$ cat config.mk
export PLATFORM = sky130hd
export DESIGN_NAME = row_vec_fetch
export DESIGN_NICKNAME = d
export VERILOG_FILES = /design/src/rtl/row_vec_fetch.sv
export SDC_FILE = /design/constraint.sdc
export NUM_CORES = 1
export LEC_CHECK = 0
export ABC_AREA = 0
export CAP_MARGIN = 40
export CORE_MARGIN = 10
export CORE_UTILIZATION = 30
export CTS_BUF_LIST = sky130_fd_sc_hd__clkbuf_2 sky130_fd_sc_hd__clkbuf_4 sky130_fd_sc_hd__clkbuf_8
export DETAILED_ROUTE_END_ITERATION = 6
export SLEW_MARGIN = 15
export SYNTH_ARGS = -nofsm -noshare
export SYNTH_HDL_FRONTEND = slang
export SYNTH_SLANG_ARGS = --single-unit
$ cat constraint.sdc
create_clock -name CLK -period 3.6 [get_ports CLK]
set_input_delay 0.72 -clock CLK [delete_from_list [all_inputs] [get_ports CLK]]
set_output_delay 0.72 -clock CLK [all_outputs]
set_load 0.05 [all_outputs]
$ cat src/rtl/row_vec_fetch.sv
// Row/vector fetch engine: streams LEN (matrix, vector) word pairs from a dual-port
// SRAM into a 3-entry output FIFO with one pair per cycle at full rate.
module row_vec_fetch #(
  parameter int BITS       = 32,
  parameter int ADDR_WIDTH = 15,
  parameter int LEN_WIDTH  = 16
) (
  input  logic                  CLK,
  input  logic                  RSTN,
  input  logic                  START,
  input  logic [ADDR_WIDTH-1:0] ROW_BASE,
  input  logic [ADDR_WIDTH-1:0] VEC_BASE,
  input  logic [LEN_WIDTH-1:0]  LEN,
  output logic                  BUSY,
  output logic                  DONE,
  output logic                  CENA,
  output logic                  WENA,
  output logic [ADDR_WIDTH-1:0] AA,
  output logic [BITS-1:0]       DA,
  output logic                  CENB,
  output logic                  WENB,
  output logic [ADDR_WIDTH-1:0] AB,
  output logic [BITS-1:0]       DB,
  input  logic [BITS-1:0]       QA,
  input  logic [BITS-1:0]       QB,
  output logic                  O_VALID,
  input  logic                  O_READY,
  output logic [BITS-1:0]       O_A,
  output logic [BITS-1:0]       O_B,
  output logic                  O_LAST
);

  localparam int DEPTH = 3;

  typedef enum logic [1:0] {IDLE, FETCH, DRAIN} state_t;

  state_t                state;
  logic                  cen;
  logic [ADDR_WIDTH-1:0] row_ptr;
  logic [ADDR_WIDTH-1:0] vec_ptr;
  logic [LEN_WIDTH-1:0]  remaining;
  logic                  iss_last;

  logic                  cap_vld;
  logic                  cap_last;
  logic [1:0]            occ;
  logic [BITS-1:0]       fifo_a [DEPTH];
  logic [BITS-1:0]       fifo_b [DEPTH];
  logic                  fifo_l [DEPTH];

  logic                  pop;
  logic                  push;
  logic                  credit_ok;
  logic [1:0]            wr_idx;

  // cap_vld marks SRAM Q holding a word not yet in the FIFO; with CEN high the SRAM
  // keeps Q, so it acts as a fourth slot and the credit ignores the read issued this cycle.
  assign credit_ok = (3'(occ) + 3'(cap_vld)) < 3'(DEPTH);
  assign pop       = O_VALID & O_READY;
  assign push      = cap_vld & ((occ != 2'(DEPTH)) | pop);
  assign wr_idx    = occ - 2'(pop);

  assign CENA    = cen;
  assign CENB    = cen;
  assign WENA    = 1'b1;
  assign WENB    = 1'b1;
  assign DA      = '0;
  assign DB      = '0;
  assign O_VALID = (occ != 2'd0);
  assign O_A     = fifo_a[0];
  assign O_B     = fifo_b[0];
  assign O_LAST  = fifo_l[0];

  always_ff @(posedge CLK or negedge RSTN) begin
    if (!RSTN) begin
      state     <= IDLE;
      BUSY      <= 1'b0;
      DONE      <= 1'b0;
      cen       <= 1'b1;
      AA        <= '0;
      AB        <= '0;
      row_ptr   <= '0;
      vec_ptr   <= '0;
      remaining <= '0;
      iss_last  <= 1'b0;
    end else begin
      DONE <= 1'b0;
      cen  <= 1'b1;
      case (state)
        IDLE: begin
          if (START) begin
            if (LEN != '0) begin
              state     <= FETCH;
              BUSY      <= 1'b1;
              cen       <= 1'b0;
              AA        <= ROW_BASE;
              AB        <= VEC_BASE;
              row_ptr   <= ROW_BASE + ADDR_WIDTH'(1);
              vec_ptr   <= VEC_BASE + ADDR_WIDTH'(1);
              remaining <= LEN - LEN_WIDTH'(1);
              iss_last  <= (LEN == LEN_WIDTH'(1));
            end else begin
              DONE <= 1'b1;
            end
          end
        end
        FETCH: begin
          if (remaining == '0) begin
            state <= DRAIN;
          end else if (credit_ok) begin
            cen       <= 1'b0;
            AA        <= row_ptr;
            AB        <= vec_ptr;
            row_ptr   <= row_ptr + ADDR_WIDTH'(1);
            vec_ptr   <= vec_ptr + ADDR_WIDTH'(1);
            remaining <= remaining - LEN_WIDTH'(1);
            iss_last  <= (remaining == LEN_WIDTH'(1));
          end
        end
        DRAIN: begin
          if (pop && O_LAST) begin
            state <= IDLE;
            BUSY  <= 1'b0;
            DONE  <= 1'b1;
          end
        end
        default: state <= IDLE;
      endcase
    end
  end

  always_ff @(posedge CLK or negedge RSTN) begin
    if (!RSTN) begin
      cap_vld  <= 1'b0;
      cap_last <= 1'b0;
      occ      <= '0;
      fifo_a   <= '{default: '0};
      fifo_b   <= '{default: '0};
      fifo_l   <= '{default: 1'b0};
    end else begin
      cap_vld <= ~cen | (cap_vld & ~push);
      if (!cen) cap_last <= iss_last;
      if (pop) begin
        fifo_a[0] <= fifo_a[1];
        fifo_a[1] <= fifo_a[2];
        fifo_b[0] <= fifo_b[1];
        fifo_b[1] <= fifo_b[2];
        fifo_l[0] <= fifo_l[1];
        fifo_l[1] <= fifo_l[2];
      end
      if (push) begin
        fifo_a[wr_idx] <= QA;
        fifo_b[wr_idx] <= QB;
        fifo_l[wr_idx] <= cap_last;
      end
      occ <= occ + 2'(push) - 2'(pop);
    end
  end

endmodule

### After elaboration in Yosys (flattened, before gate mapping)

Cells that the tools add are included.
W data, S select, Z words.

| storage, ports and cells | value |
|---|---|
| memories | 0 |
| RAM bits | 0 |
| register bits after elaboration | 281 |
| input port bits | 114 |
| output and inout port bits | 166 |
| ROM bits | 0 |
| latch bits | 0 |
| logic and storage cells | 125 |

| cells by class | value |
|---|---|
| muxes and demuxes | 60 |
| add/subtract/negate cells | 10 |
| $mul | 0 |
| shifts and indexed selects | 0 |
| reductions and logical operators | 11 |
| equality and inequality tests | 11 |
| divide/modulo/power cells | 0 |
| order comparisons | 3 |
| bitwise gates (word level) | 8 |

Operator list:

| kind | count |
|---|---|
| $mux W15 | 16 |
| $bwmux W96 | 2 |
| $mux W96 | 2 |
| $mux W64 | 2 |
| $pmux W15 S2 | 4 |
| $demux W32 S2 | 1 |
| $mux W16 | 4 |
| $add A15 B1 Y15 const B | 4 |
| $eq A16 B1 Y1 const B | 2 |
| $mux W32 | 1 |
| $pmux W16 S2 | 1 |
| $sub A16 B1 Y16 const B | 2 |
| $logic_not A16 Y1 | 1 |
| $reduce_bool A16 Y1 | 1 |
| $mux W1 | 14 |
| $ne A2 B2 Y1 const B | 7 |
| $mux W2 | 5 |
| $pmux W1 S2 | 4 |
| $reduce_and A4 Y1 | 2 |
| $pmux W2 S3 | 1 |
| $reduce_bool A2 Y1 | 3 |
| $reduce_and A5 Y1 | 1 |
| $sub A2 B1 Y2 | 2 |
| $add A2 B1 Y3 | 1 |
| 15 further kinds | 20 |

### Depth between registers and ports, before layout

| depth | value |
|---|---|
| depth in word-level cells | 10 |
| gate-level depth with buffers | 17 |
| mapped depth without buffers | 10 |

### Worst setup path after synthesis

No wires, ideal clock.

| timing path | value |
|---|---|
| kind | reg2reg |
| start | reg state[1] |
| end | reg vec_ptr[14] |
| slack | 0.209 ns |
| period minus slack after synthesis | 3.391 ns |
| arrival time | 3.297 ns |
| stages on the path, launching flop included | 18 |
| required time | 3.506 ns |
| buffers on the path | 7 |
| setup time | 0.094 ns |
| cell sequence | dfrtp_1 -> buf_2 -> nand2b_1 -> buf_2 -> buf_2 -> buf_2 -> clkbuf_1 -> clkbuf_1 -> nand2_1 -> nand2_1 -> ha_1 -> clkbuf_1 -> nand3_1 -> nor3_1 -> o211ai_1 -> a211oi_1 -> o22ai_1 -> a211oi_1 |

| between the ends | value |
|---|---|
| word-level cells in the longest chain between the ends | 3 |
| elaborated cells on any way between the ends | 9 |
| those cells by class | eq/ne: 5; mux: 1; reduce/logical: 3 |

Ends and longest elaborated chain:

| what | line | text |
|---|---|---|
| from (decl) | 37 | `state_t state;` |
| from (signal assigned) | 76 | `state <= IDLE;` |
| from (signal assigned) | 93 | `state <= FETCH;` |
| from (signal assigned) | 109 | `state <= DRAIN;` |
| $eq A2 B1 Y1 / $logic_not A2 Y1 (equally long branches) | 89 | `case (state)` |
| $ne A2 B2 Y1 (no line) / $reduce_bool A2 Y1 (equally long branches) | -- |  |
| $reduce_and A5 Y1 (no line) | -- |  |
| to (signal assigned) | 99 | `vec_ptr <= VEC_BASE + ADDR_WIDTH'(1);` |
| to (signal assigned) | 115 | `vec_ptr <= vec_ptr + ADDR_WIDTH'(1);` |
| to (decl) | 40 | `logic [ADDR_WIDTH-1:0] vec_ptr;` |

Several ways; a longest one is shown, not always the timed one.
A chain may end at the register's enable or synchronous reset.

### Worst setup path in the final report

| timing path | value |
|---|---|
| start | reg state[0] |
| end | reg vec_ptr[14] |

Same word-level chain as after synthesis.

==> results.sh <==
export IMPL_dr_first_iter_drc_count=737
export IMPL_worst_pin_slew_ps=735
export IMPL_syn2layout_area_growth_pct=22.3
export IMPL_hold_ws_ps=35.6
export IMPL_postCtsHoldBufs=0
export IMPL_routabilityCongestion=0.825
export IMPL_netlist_cell_type_count=63
export IMPL_finalCritPeriodShare_pct=82.1
export IMPL_cts_tree="yes"
export IMPL_clkLatencyLatePin_ps=650
export IMPL_pwr_density_cell_nw_per_um2=981
export IMPL_fin_util_pct=37.3
export IMPL_boundaryPins=280
export IMPL_synth_warning_count=0
export IMPL_postSynthAreaPerCell_sq_um=8.89
export IMPL_numClockSinks=281
export IMPL_cts_root_buf="clkbuf_8"
export IMPL_grt_pass1_wl_um=65600
export IMPL_grt_pass1_vias=12100
export IMPL_post_synth_edffs=0
export IMPL_max_slew_margin_rel_pct=51.0
export IMPL_final_setup_tns_ps=0
export IMPL_grt_max_degree=134
export IMPL_criticalPathCategory="reg2reg"
export IMPL_remaining_drc_errors=0
export IMPL_timing_critical_path_required_ps=4150
export IMPL_detail_route_first_pass_iterations=7
export IMPL_skew_ps=55.2
export IMPL_floorplan_die_area_sq_um=58000
export IMPL_ir_drop_mv=0.578
export IMPL_rsz0062_at_grt="false"
export IMPL_arrival_ps=3500
export IMPL_netlist_area_sq_um=14600
export IMPL_synth_ff_type="dfrtp_1"
export IMPL_tritoncts_num_buffers=52
export IMPL_fraction_of_final_layout_cells_with_drive_strength_greater_than_1_pct=11.9
export IMPL_design_final_nets=1901
export IMPL_synth_top_cells_by_area="dfrtp_1 (48%), nand2_1 (9.1%), buf_4 (6.8%)"
export IMPL_drt_wirelength_per_cell_um=16.9
export IMPL_htreeDepth=2
export IMPL_die_width_um=241
export IMPL_regToRegSetupSlack_ps=640
export IMPL_clk_transition_reported_paths_ps=60
export IMPL_maximum_capacitance_violations=0
export IMPL_cts_resized_gates=0
export IMPL_num_vias=12100
export IMPL_finalCriticalPeriod_ps=2960
export IMPL_placementRows=80
export IMPL_routed_via_density=5.00
export IMPL_starting_utilization_of_the_core_area_pct=30.5
export IMPL_run_status="complete, no violations"
export IMPL_die_height_um=241
export IMPL_postCtsSetupRepairBufs=0
export IMPL_totalWireLength_um=41100
export IMPL_timing_hold_violations_final=0
export IMPL_n_fill_cell=4800
export IMPL_grt_overflow_total=0
export IMPL_yosys_register_bits=281
export IMPL_gr_usage_total_pct=13.7
export IMPL_placeableCoreArea_sq_um=47900
export IMPL_port_buffer_count=213
export IMPL_holdCritPathClass="in2async"
export IMPL_place_hpwl_um=27600
export IMPL_crit_path_end_kind="flip-flop"
export IMPL_pleak_nw=7.69
export IMPL_antenna_cells=0
export IMPL_setup_violations=0
export IMPL_path_max_fanout=21
export IMPL_yosysSeqAreaShare_pct=48.1
export IMPL_fraction_of_registers_with_async_set_or_reset_after_synthesis_pct=100
export IMPL_synth_largest_type_area_fraction_pct=47.9
export IMPL_synth_cells=1647
export IMPL_synthDominantAreaCellType="dfrtp_1"
export IMPL_startpoint_type_of_the_worst_setup_path="flip-flop"
export IMPL_initial_antenna_violation_count=0
export IMPL_clock_path_buffers=3
export IMPL_report_final_slew_viol_count=0
export IMPL_fmax_achieved_ghz=0.338
export IMPL_route_antenna_remaining_nets=0
[area by class of cell]
cell class | instances | area [sq um] | area share (%)
clock inverters | 11 | 90.1 | 0.503
multi-input cells | 1178 | 6390 | 35.7
well taps | 615 | 769 | 4.30
clock buffers | 84 | 1040 | 5.83
flip-flops and latches | 281 | 7030 | 39.3
repair buffers | 245 | 2500 | 14.0
inverters | 17 | 66.3 | 0.371
[stage by stage]
| step | setup slack [ps] | power [mW] | cell area (sq um) | std cells |
|---|---|---|---|---|
| CTS | 658 | 17.8 | 17900 | 2431 |
| global placement | 248 | 14.1 | 16800 | 2336 |
| global route | 428 | 18.8 | 17900 | 2431 |
| finish | 645 | 17.6 | 17900 | 2431 |
| floorplan | 209 | 12.3 | 14900 | 1711 |
| detailed placement | 205 | 14.4 | 16800 | 2336 |
[layout by cell type, fill, tap and decap left out, types with 10 or more instances in the layout]
| master | Yosys | layout |
|---|---|---|
| clkbuf_8 | 0 | 66 |
| inv_1 | 15 | 15 |
| buf_4 | 133 | 22 |
| and2_1 | 10 | 10 |
| ha_1 | 12 | 12 |
| buf_12 | 0 | 10 |
| dfrtp_1 | 280 | 280 |
| a21oi_1 | 52 | 52 |
| mux2i_1 | 18 | 18 |
| clkdlybuf4s50_1 | 0 | 212 |
| nor4_1 | 13 | 13 |
| nor2_1 | 187 | 187 |
| conb_1 | 2 | 66 |
| mux2_2 | 74 | 74 |
| clkbuf_4 | 0 | 18 |
| and3_1 | 12 | 12 |
| nand2_1 | 355 | 354 |
| a31oi_1 | 142 | 142 |
| nand2b_1 | 13 | 12 |
| nand3_1 | 21 | 21 |
| nor3_1 | 29 | 29 |
| o21ai_0 | 60 | 60 |
| a211oi_1 | 12 | 12 |
[power by group]
| part | internal [mW] | switching [mW] |
|---|---|---|
| logic | 3.09 | 5.46 |
| registers | 4.73 | 0.961 |
| clock network | 1.85 | 1.46 |
[kinds of logic (layout without fill, tap and decap cells)]
logic type | count (synthesis) | count (layout) | synth area share, %
compound gates | 320 | 320 | 13.6
xor+xnor | 16 | 16 | 0.958
buf+inv | 252 | 357 | 10.1
mux | 92 | 92 | 6.92
flops | 281 | 281 | 48.1
fa+ha+maj | 12 | 12 | 1.03
simple gates | 672 | 672 | 19.3
other cells | 2 | 66 | 0.0513
[per-layer routing]
layer  GRT usage [%]  vias to the layer above  wire (um)
met1            17.6                     5938      17900
met3            3.86                       73       3140
li1                -                     5747          -
met5               0                        -          0
met4            4.42                        0        913
met2            22.0                      387      19200
[synth_stat cells, types with 12 or more instances]
cell / instances
dfrtp_1: 280
nor2_1: 187
buf_2: 15
and3_1: 12
clkbuf_1: 84
o21ai_0: 60
inv_1: 15
ha_1: 12
buf_4: 133
nand2b_1: 13
a21oi_1: 52
mux2_2: 74
a31oi_1: 142
nor4_1: 13
nand3_1: 21
nand2_1: 355
mux2i_1: 18
nor3_1: 29
a211oi_1: 12
[path summary, 6_finish.rpt]
kind	end	from	cells after the start
worst max-delay path	vec_ptr[14]	state[0]	11
worst min register to register	AA[9]	AA[9]	2
min in group CLK	AA[9]	AA[9]	2
max in group asynchronous	asynchronous set/reset pin	RSTN	3
worst max register to register	vec_ptr[14]	state[0]	11
worst min-delay path	O_B[21]	RSTN	1
[worst max-delay path, stage by stage, from the launching register on]
cell and delay, ps:
dfrtp_1 500, nand2b_2 180, buf_4 300, nand2_1 120, nand2_1 80, ha_1 370
nand3_1 120, nor3_1 140, o211ai_1 240, a211oi_1 480, o22ai_1 120, a211oi_1 240
No activity file was read; power rests on OpenSTA's default activity.
